### config.mk
export PLATFORM = sky130hd
export DESIGN_NAME = hv_adc_thr_mon
export DESIGN_NICKNAME = d
export VERILOG_FILES = /design/src/rtl/hv_adc_pkg.sv /design/src/rtl/hv_adc_thr_cmp.sv /design/src/rtl/hv_adc_thr_mon.sv
export SDC_FILE = /design/constraint.sdc
export NUM_CORES = 1
export LEC_CHECK = 0
export ABC_AREA = 1
export CELL_PAD_IN_SITES_DETAIL_PLACEMENT = 1
export CELL_PAD_IN_SITES_GLOBAL_PLACEMENT = 1
export CORE_UTILIZATION = 35
export DETAILED_ROUTE_END_ITERATION = 10
export HOLD_SLACK_MARGIN = 0.1
export PLACE_DENSITY = 0.9
export SETUP_SLACK_MARGIN = 0.5
export SLEW_MARGIN = 20
export SYNTH_ARGS = -nofsm -noshare
export SYNTH_HDL_FRONTEND = slang
export SYNTH_SLANG_ARGS = --single-unit
### constraint.sdc
create_clock -name i_clk -period 6.82 [get_ports i_clk]
set_clock_uncertainty 0.1 [all_clocks]
set_input_delay 1.023 -clock i_clk [delete_from_list [all_inputs] [get_ports i_clk]]
set_output_delay 1.023 -clock i_clk [all_outputs]
set_load 0.05 [all_outputs]
### src/rtl/hv_adc_pkg.sv
// Shared definitions for the HV ADC threshold monitor.
// Holds the FSM state codes, the default data and debounce widths, and a
// threshold bundle used when the monitor is hooked up to a register bank.
package hv_adc_pkg;

  localparam int unsigned ADC_DW_DEF = 10;
  localparam int unsigned DEB_DW_DEF = 4;

  // Codes are read back by firmware, so they are fixed explicitly.
  typedef enum logic [2:0] {
    ST_NORM   = 3'd0,
    ST_OV_DEB = 3'd1,
    ST_UV_DEB = 3'd2,
    ST_OV_FLT = 3'd3,
    ST_UV_FLT = 3'd4
  } mon_state_e;

  // Threshold group as seen by the register bank.
  typedef struct packed {
    logic [ADC_DW_DEF-1:0] ov_th;
    logic [ADC_DW_DEF-1:0] ov_rls_th;
    logic [ADC_DW_DEF-1:0] uv_th;
    logic [ADC_DW_DEF-1:0] uv_rls_th;
  } thr_cfg_t;

endpackage

### src/rtl/hv_adc_thr_cmp.sv
// Combinational threshold comparator for one ADC channel.
// Ports:
//   data        averaged ADC sample (unsigned)
//   ov_th       OV trip threshold       -> ov_hit_c : data >  ov_th
//   ov_rls_th   OV release threshold    -> ov_rls_c : data <= ov_rls_th
//   uv_th       UV trip threshold       -> uv_hit_c : data <  uv_th
//   uv_rls_th   UV release threshold    -> uv_rls_c : data >= uv_rls_th
module hv_adc_thr_cmp #(
  parameter int unsigned ADC_DW = 10
) (
  input  logic [ADC_DW-1:0] data,
  input  logic [ADC_DW-1:0] ov_th,
  input  logic [ADC_DW-1:0] ov_rls_th,
  input  logic [ADC_DW-1:0] uv_th,
  input  logic [ADC_DW-1:0] uv_rls_th,
  output logic              ov_hit_c,
  output logic              uv_hit_c,
  output logic              ov_rls_c,
  output logic              uv_rls_c
);

  assign ov_hit_c = (data >  ov_th);
  assign uv_hit_c = (data <  uv_th);
  assign ov_rls_c = (data <= ov_rls_th);
  assign uv_rls_c = (data >= uv_rls_th);

endmodule

### src/rtl/hv_adc_thr_mon.sv
// HV ADC over/under-voltage threshold monitor, one instance per channel.
// Debounces OV/UV hits over consecutive valid samples, raises a fault flag
// and a one-cycle interrupt on fault entry, and releases with hysteresis.
// Build option: HV_ADC_THR_MON_LATCH_EN
//   defined   - faults latch until i_flt_clr, honoured only once the most
//               recent sample meets the release threshold
//   undefined - faults auto-release after deb_eff consecutive release
//               samples; i_flt_clr is ignored
// Ports:
//   i_clk, i_rst_n      clock, asynchronous active-low reset
//   i_adc_vld/_data     new averaged sample strobe and value
//   i_mon_en            monitor enable; low forces NORM
//   i_ov_th/_rls_th     OV trip / release thresholds
//   i_uv_th/_rls_th     UV trip / release thresholds
//   i_deb_num           consecutive samples to trip/release (0 acts as 1)
//   i_flt_clr           fault clear request (latched build only)
//   o_ov_flt/o_uv_flt   fault flags
//   o_flt_irq           one-cycle pulse on any fault entry
//   o_state             current FSM state code
module hv_adc_thr_mon
  import hv_adc_pkg::*;
#(
  parameter int unsigned ADC_DW = ADC_DW_DEF,
  parameter int unsigned DEB_DW = DEB_DW_DEF
) (
  input  logic              i_clk,
  input  logic              i_rst_n,
  input  logic              i_adc_vld,
  input  logic [ADC_DW-1:0] i_adc_data,
  input  logic              i_mon_en,
  input  logic [ADC_DW-1:0] i_ov_th,
  input  logic [ADC_DW-1:0] i_ov_rls_th,
  input  logic [ADC_DW-1:0] i_uv_th,
  input  logic [ADC_DW-1:0] i_uv_rls_th,
  input  logic [DEB_DW-1:0] i_deb_num,
  input  logic              i_flt_clr,
  output logic              o_ov_flt,
  output logic              o_uv_flt,
  output logic              o_flt_irq,
  output logic [2:0]        o_state
);

  localparam logic [DEB_DW-1:0] CNT_MAX = '1;

  mon_state_e        state, state_nxt;
  logic [DEB_DW-1:0] cnt, cnt_nxt, cnt_inc, deb_eff;
  logic              ov_hit, uv_hit, ov_rls, uv_rls, flt_rls;
  logic              in_flt, in_flt_nxt, flt_rise;
  logic              ov_flt_q, uv_flt_q, irq_q;

  hv_adc_thr_cmp #(.ADC_DW(ADC_DW)) u_cmp (
    .data      (i_adc_data),
    .ov_th     (i_ov_th),
    .ov_rls_th (i_ov_rls_th),
    .uv_th     (i_uv_th),
    .uv_rls_th (i_uv_rls_th),
    .ov_hit_c  (ov_hit),
    .uv_hit_c  (uv_hit),
    .ov_rls_c  (ov_rls),
    .uv_rls_c  (uv_rls)
  );

  assign deb_eff    = (i_deb_num == '0) ? DEB_DW'(1) : i_deb_num;
  assign cnt_inc    = (cnt == CNT_MAX) ? cnt : cnt + DEB_DW'(1);
  assign flt_rls    = (state == ST_OV_FLT) ? ov_rls : uv_rls;
  assign in_flt     = (state == ST_OV_FLT) || (state == ST_UV_FLT);
  assign in_flt_nxt = (state_nxt == ST_OV_FLT) || (state_nxt == ST_UV_FLT);
  assign flt_rise   = in_flt_nxt && !in_flt;

`ifdef HV_ADC_THR_MON_LATCH_EN
  logic rls_ok, rls_ok_nxt;
`else
  logic unused_flt_clr;
  assign unused_flt_clr = i_flt_clr;
`endif

  // Next-state / counter logic
  always_comb begin
    state_nxt = state;
    cnt_nxt   = cnt;
`ifdef HV_ADC_THR_MON_LATCH_EN
    rls_ok_nxt = rls_ok;
`endif
    if (!i_mon_en) begin
      state_nxt = ST_NORM;
      cnt_nxt   = '0;
    end else begin
      case (state)
        ST_NORM: begin
          // OV wins when misconfigured thresholds make both hit
          if (i_adc_vld && (ov_hit || uv_hit)) begin
            if (deb_eff == DEB_DW'(1)) begin
              state_nxt = ov_hit ? ST_OV_FLT : ST_UV_FLT;
              cnt_nxt   = '0;
            end else begin
              state_nxt = ov_hit ? ST_OV_DEB : ST_UV_DEB;
              cnt_nxt   = DEB_DW'(1);
            end
          end
        end
        ST_OV_DEB, ST_UV_DEB: begin
          if (i_adc_vld) begin
            if ((state == ST_OV_DEB) ? ov_hit : uv_hit) begin
              // >= keeps a deb_num lowered mid-debounce from stalling the trip
              if (cnt_inc >= deb_eff) begin
                state_nxt = (state == ST_OV_DEB) ? ST_OV_FLT : ST_UV_FLT;
                cnt_nxt   = '0;
              end else begin
                cnt_nxt = cnt_inc;
              end
            end else begin
              state_nxt = ST_NORM;
              cnt_nxt   = '0;
            end
          end
        end
        ST_OV_FLT, ST_UV_FLT: begin
`ifdef HV_ADC_THR_MON_LATCH_EN
          // A sample arriving with the clear decides the release
          if (i_adc_vld) rls_ok_nxt = flt_rls;
          if (i_flt_clr && (i_adc_vld ? flt_rls : rls_ok)) begin
            state_nxt = ST_NORM;
            cnt_nxt   = '0;
          end
`else
          if (i_adc_vld) begin
            if (flt_rls) begin
              if (cnt_inc >= deb_eff) begin
                state_nxt = ST_NORM;
                cnt_nxt   = '0;
              end else begin
                cnt_nxt = cnt_inc;
              end
            end else begin
              cnt_nxt = '0;
            end
          end
`endif
        end
        default: begin
          state_nxt = ST_NORM;
          cnt_nxt   = '0;
        end
      endcase
    end
`ifdef HV_ADC_THR_MON_LATCH_EN
    // Release evidence never carries over into a new fault episode
    if (!in_flt_nxt) rls_ok_nxt = 1'b0;
`endif
  end

  // State, counter and registered outputs
  always_ff @(posedge i_clk or negedge i_rst_n) begin
    if (!i_rst_n) begin
      state    <= ST_NORM;
      cnt      <= '0;
      ov_flt_q <= 1'b0;
      uv_flt_q <= 1'b0;
      irq_q    <= 1'b0;
    end else begin
      state    <= state_nxt;
      cnt      <= cnt_nxt;
      ov_flt_q <= (state_nxt == ST_OV_FLT);
      uv_flt_q <= (state_nxt == ST_UV_FLT);
      irq_q    <= flt_rise;
    end
  end

`ifdef HV_ADC_THR_MON_LATCH_EN
  always_ff @(posedge i_clk or negedge i_rst_n) begin
    if (!i_rst_n) rls_ok <= 1'b0;
    else          rls_ok <= rls_ok_nxt;
  end
`endif

  assign o_ov_flt  = ov_flt_q;
  assign o_uv_flt  = uv_flt_q;
  assign o_flt_irq = irq_q;
  assign o_state   = state;

endmodule

# [Word-level counts from Yosys, hierarchy flattened]
# Cells that the tools add are included.
[totals] register_bits=10 in_bits=59 out_inout_bits=6 word_cells=59
[classes] n_addsub=1 order_cmp=5 n_eq_ne=11 n_mux=26 reduce_logical=11
[ops] cell="$mux 4" count=9
[ops] cell="$mux 3" count=11
[ops] cell="$pmux 4 s3" count=1
[ops] cell="$ge 10x10->1" count=1
[ops] cell="$gt 10x10->1" count=1
[ops] cell="$le 10x10->1" count=1
[ops] cell="$lt 10x10->1" count=1
[ops] cell="$eq 3x2->1 const B" count=3
[ops] cell="$ne 3x3->1 const B" count=3
[ops] cell="$pmux 3 s3" count=1
[ops] cell="$eq 3x3->1 const B" count=2
[ops] cell="$add 4x1->4 const B" count=1
[ops] cell="$eq 4x1->1 const B" count=1
[ops] cell="$eq 4x4->1 const B" count=1
[ops] cell="$ge 4x4->1" count=1
[ops] cell="$logic_not 4->1" count=1
[ops] cell="$reduce_or 2->1" count=2
[ops] cell="$eq 3x1->1 const B" count=1
[ops] cell="$logic_not 3->1" count=1
[ops] cell="$logic_or 1x1->1" count=3
[ops] cell="$mux 1" count=3
[ops] cell="$reduce_and 3->1" count=1
[ops] cell="$logic_and 1x1->1" count=2
[ops] cell="$mux 2" count=1
[ops] cell="$logic_not 1->1" count=1

# [Logic depth before layout (Yosys ltp)]
[logic_depth] word_depth=11 ltp_mapped=22 mapped_depth_nobuf=22

# [Hierarchy]
# From an unflattened synthesis, not the netlist that was laid out.
[unflattened] hier_cells=303 hier_area_um2=1904.3
[modules_own_cells] mod="hv_adc_thr_cmp" n_inst=1 cells_each=172 area_per_inst_um2=1051.0 seq_area_each_um2=0.0
[modules_own_cells] mod="hv_adc_thr_mon" n_inst=1 cells_each=131 area_per_inst_um2=853.3 seq_area_each_um2=250.2

# [Least setup slack after synthesis]
# OpenSTA, ideal clock, no wires.
[synth_path] kind="input to register" from="input i_ov_th[5]" to="register irq_q, in the netlist o_flt_irq" setup_ns=0.120 arrival_ns=2.530 t_required_ns=6.600 slack_ns=4.069 stages=17 path_buffers=0 cell_sequence="inv_1 ha_1 nand2_2 nor2_4 nand3_2 nand3_2 nand2_2 ha_1 inv_1 nand3_1 nand3_1 nand3_1 nand2_1 nand2_1 nand2_1 nand2_1 nor2_2"
[synth_via] elab_chain_len=9 word_cells_on_any_way=16 classes_between="order compare: 1; eq/ne: 2; mux: 9; reduce/logical: 4"
[synth_lines] element="from (decl)" line_no="hv_adc_thr_mon.sv:31" rtl="input logic [ADC_DW-1:0] i_ov_th,"
[synth_lines] element="$gt 10x10->1 *" line_no="hv_adc_thr_cmp.sv:22" rtl="assign ov_hit_c = (data > ov_th);"
[synth_lines] element="$mux 1, or another cell as far along" line_no="hv_adc_thr_mon.sv:103" rtl="if ((state == ST_OV_DEB) ? ov_hit : uv_hit) begin"
[synth_lines] element="$mux 3, or another cell as far along" line_no="hv_adc_thr_mon.sv:103"
[synth_lines] element="$mux 3 (on tied branches)" line_no="hv_adc_thr_mon.sv:102, hv_adc_thr_mon.sv:91"
[synth_lines] element="$pmux 3 s3 *" line_no="hv_adc_thr_mon.sv:88" rtl="case (state)"
[synth_lines] element="$mux 3 *" line_no="hv_adc_thr_mon.sv:84" rtl="if (!i_mon_en) begin"
[synth_lines] element="$eq 3x2->1 / $eq 3x3->1 (equally long branches)" line_no="hv_adc_thr_mon.sv:67" rtl="assign in_flt_nxt = (state_nxt == ST_OV_FLT) || (state_nxt == ST_UV_FLT);"
[synth_lines] element="$logic_or 1x1->1 *" line_no="hv_adc_thr_mon.sv:67"
[synth_lines] element="$logic_and 1x1->1 *" line_no="hv_adc_thr_mon.sv:68" rtl="assign flt_rise = in_flt_nxt && !in_flt;"
[synth_lines] element="net flt_rise" line_no="hv_adc_thr_mon.sv:48" rtl="logic in_flt, in_flt_nxt, flt_rise;"
[synth_lines] element="to (signal assigned)" line_no="hv_adc_thr_mon.sv:165" rtl="irq_q <= flt_rise;"
[synth_lines] element="to (decl)" line_no="hv_adc_thr_mon.sv:49" rtl="logic ov_flt_q, uv_flt_q, irq_q;"
# The timed path passes the listed nets; every way through them passes the cells marked *.
# A chain may end at the register's enable or synchronous reset.

# [Final worst setup path]
[layout_path] from="input i_deb_num[1]" to="register irq_q, in the netlist o_flt_irq"
[layout_via] elab_chain_len=11 word_cells_on_any_way=18 classes_between="order compare: 1; eq/ne: 3; mux: 11; reduce/logical: 3"
[layout_lines] element="from (decl)" line_no="hv_adc_thr_mon.sv:35" rtl="input logic [DEB_DW-1:0] i_deb_num,"
[layout_lines] element="$logic_not 4->1" line_no="hv_adc_thr_mon.sv:63" rtl="assign deb_eff = (i_deb_num == '0) ? DEB_DW'(1) : i_deb_num;"
[layout_lines] element="$mux 4 *" line_no="hv_adc_thr_mon.sv:63"
[layout_lines] element="$ge 4x4->1" line_no="hv_adc_thr_mon.sv:105, hv_adc_thr_mon.sv:128"
[layout_lines] element="$mux 3 (on tied branches)" line_no="hv_adc_thr_mon.sv:128, hv_adc_thr_mon.sv:105"
[layout_lines] element="$mux 3 (on tied branches)" line_no="hv_adc_thr_mon.sv:127, hv_adc_thr_mon.sv:103"
[layout_lines] element="$mux 3 (on tied branches)" line_no="hv_adc_thr_mon.sv:126, hv_adc_thr_mon.sv:102"
[layout_lines] element="$pmux 3 s3 *" line_no="hv_adc_thr_mon.sv:88"
[layout_lines] element="$mux 3 *" line_no="hv_adc_thr_mon.sv:84"
[layout_lines] element="$eq 3x2->1 / $eq 3x3->1 (equally long branches)" line_no="hv_adc_thr_mon.sv:67"
[layout_lines] element="$logic_or 1x1->1 *" line_no="hv_adc_thr_mon.sv:67"
[layout_lines] element="$logic_and 1x1->1 *" line_no="hv_adc_thr_mon.sv:68"
[layout_lines] element="net flt_rise" line_no="hv_adc_thr_mon.sv:48"
# Marks and branches as above.

==> summary.md <==
| Metric | Value |
|---|---|
| Avg Inst Size Synth | 6.46 µm² |
| Die width | 77.5 µm |
| Multiplexer area fraction after synthesis | 0% |
| Synthesized cell area | 2000 µm² |
| H-tree depth | 1 |
| Total vias in the final route | 2091 |
| DRC | 0 |
| Die area | 6010 µm² |
| CTS Buf Count | 3 |
| Finished Layout Cells | 446 |
| CP required | 6.82 ns |
| Synth top area cells | ha_1 (28%), inv_1 (15%), nand2_1 (14%), dfrtp_1 (13%), nor2_1 (4.9%) |
| Flops & latches, synth | 10 |
| Design area | 2750 µm² |
| Wire per inst | 12.4 µm |
| Global-route wire length before repair | 9400 µm |
| Vias in the first global route | 2163 |
| Relative slew margins | 60.1% |
| Main flop type after synthesis | dfrtp_1 |
| Largest family of logic cells by synthesized area | simple AND/OR/NAND/NOR gates |
| Worst-path clk slew | 0.04 ns |
| Crit Path Category | primary input to flip-flop |
| Mapped Nets | 413 |
| Syn Inst Count | 309 |
| Antenna violations before repair | 0 |
| Post-synthesis compound-gate area fraction | 10.7% |
| Arrival time worst endpoint | 3.48 ns |
| Xor/xnor share of the synthesized area | 0.439% |
| Total negative slack | 0 ns |
| Post-DP HPWL | 4950 µm |
| Sequential-to-total area share from yosys stat | 12.5% |
| Outcome | finished clean |
| CP Max Fanout | 6 |
| CTS resizes | 0 |
| Util after Layout | 49.9% |
| Area added between synthesis and finish | 37.8% |
| Global-route usage over all layers | 19.3% |
| Reg2Reg Setup Slack | 3.75 ns |
| Synth cell types | 32 |
| Max VDD drop | 0.0704 mV |
| Met2 Track Usage GR | 36.7% |
| Critical Path Start Type | primary input |
| Fin crit share | 50.9% |
| Height of the die | 77.5 µm |
| Number of routed nets with antenna violations | 0 |
| Warnings, synthesis | 0 |
| Async S/R FF share, synth | 100% |
| Latest clock arrival within the worst-skew pair | 0.23 ns |
| Post-Synth Adder-Cell Area | 28.2% |
| Power per cell area | 130 nW/µm² |
| Post-synth top area cell | ha_1 |
| Starting Density | 36.2% |
| Max Buffers Root-to-Sink | 2 |
| Share of cells above drive strength 1 | 7.22% |
| Final Hold Vio Count | 0 |
| Post-Place Cells | 443 |
| Fin crit period | 3.47 ns |
| Max Transition Viols Final | 0 |
| Placed Area | 2710 µm² |
| 1st-iter DRT viols | 37 |
| GP Congestion | 0.855 |
| CTS tree | yes |
| Largest net degree at the start of global routing | 11 |
| Final WL | 5520 µm |
| Antenna diodes | 0 |
| Simple-gate area share of the yosys netlist | 32.5% |
| Met1 Use GR | 23.5% |
| Final Net Count | 480 |
| Fmax | 288 MHz |
| Static Leakage | 1.57 nW |
| Final setup vio count | 0 |
| Setup crit end kind | flip-flop |
| Post-synth EDFFs | 0 |
| IO Port Bufs | 63 |
| IO Count | 65 |
| GR Util met3 | 2.00% |
| Slew at the pin closest to its max-slew limit | 0.595 ns |
| Max cap viols | 0 |
| Hold Buf Count CTS | 0 |
| Post-CTS Setup Inserts | 0 |
| DR pass1 iterations | 4 |
| GR peak layer | met2 |
| Root buf cell | clkbuf_8 |
| Site Rows | 27 |
| RSZ-0062 raised after global routing | no |
| Yosys top cell area share | 28.2% |
| Worst min-delay path category | flip-flop to flip-flop |
| GRT overflow | 0 |
| CTS sink count | 10 |
| Core area | 5510 µm² |
| Via density per instance | 4.69 |
==> stage by stage <==
step | setup slack (ns) | hold WS [ns] | total power, mW
after floorplan | 4.07 | 0.355 | 0.217
after global placement | 3.27 | 0.371 | 0.288
after detailed placement | 3.17 | 0.385 | 0.302
after CTS | 3.40 | 0.395 | 0.362
after global routing | 3.17 | 0.416 | 0.391
final | 3.35 | 0.388 | 0.359
==> Yosys cell counts, types with 3 or more instances <==
cell,instances
inv_1,79
nand2_1,72
ha_1,45
nor2_1,26
a21oi_1,14
nand3_1,14
dfrtp_1,10
nand4_1,6
o21ai_0,6
nand2_2,5
nand3_2,4
nor2_4,3
o21ai_2,3
==> final timing paths <==
kind | from | end | depth (start not counted)
min in group asynchronous | i_rst_n | o_ov_flt$_DFF_PN0_ | 1
min reg2reg | cnt[3]$_DFFE_PN0P_ | cnt[3]$_DFFE_PN0P_ | 2
max | i_deb_num[1] | o_flt_irq$_DFF_PN0_ | 16
max in group asynchronous | i_rst_n | cnt[1]$_DFFE_PN0P_ | 1
min | cnt[3]$_DFFE_PN0P_ | cnt[3]$_DFFE_PN0P_ | 2
max reg2reg | cnt[0]$_DFFE_PN0P_ | o_flt_irq$_DFF_PN0_ | 20
==> sequential cells by signal (all words and copies together) (netlist names) <==
signal / flops
cnt: 4
o_flt_irq: 1
o_ov_flt: 1
o_state: 3
o_uv_flt: 1
==> routing by layer <==
layer  vias to the layer above  share of wire, %
li1                       1101                 -
met1                       944                46
met2                        42                50
met3                         4               2.6
met4                         0              0.83
met5                         -                 0
==> worst max-delay path, cell delays in order <==
cell	delay, ns
clkdlybuf4s50_1	0.42
nor3_1	0.47
or2_2	0.21
ha_1	0.22
nand4_1	0.10
nand3_2	0.15
nand2_1	0.09
inv_1	0.07
nand3_1	0.11
nand2_1	0.10
nand3_1	0.13
nand2_1	0.08
nand2_1	0.10
nand2_1	0.07
nand2_1	0.09
nor2_2	0.04
==> cells in the final DEF, fill, tap and decap left out, types with 2 or more instances in the layout <==
cell type        count
inv_1               79
nand2_1             72
clkdlybuf4s50_1     63
ha_1                45
nor2_1              26
a21oi_1             14
nand3_1             14
dfrtp_1             10
o21ai_0              6
nand4_1              6
nand2_2              5
nand3_2              4
nor2_4               3
o21ai_2              3
clkbuf_8             3
inv_2                2
o31ai_1              2
o211ai_1             2
==> logic make-up (layout without fill, tap and decap cells) <==
kind of cell	count (synthesis)	in the layout
xor+xnor	1	1
simple gates	137	137
compound gates	34	34
buf+inv	82	147
flops	10	10
fa+ha+maj	45	45
==> power breakdown <==
part / internal (mW) / total (mW) / switching (mW)
sequential: 0.0670 / 0.0754 / 0.00846
clock: 0.0383 / 0.0578 / 0.0195
combinational: 0.0950 / 0.225 / 0.130
==> layout make-up <==
cell class / count / area [µm²]
clock buffer: 3 / 41.3
fill: 750 / 2760
inverter: 81 / 304
multi-input combinational: 217 / 1430
sequential: 10 / 250
tap: 72 / 90.1
timing repair buffer: 63 / 631
No activity file was read; power rests on OpenSTA's default activity.
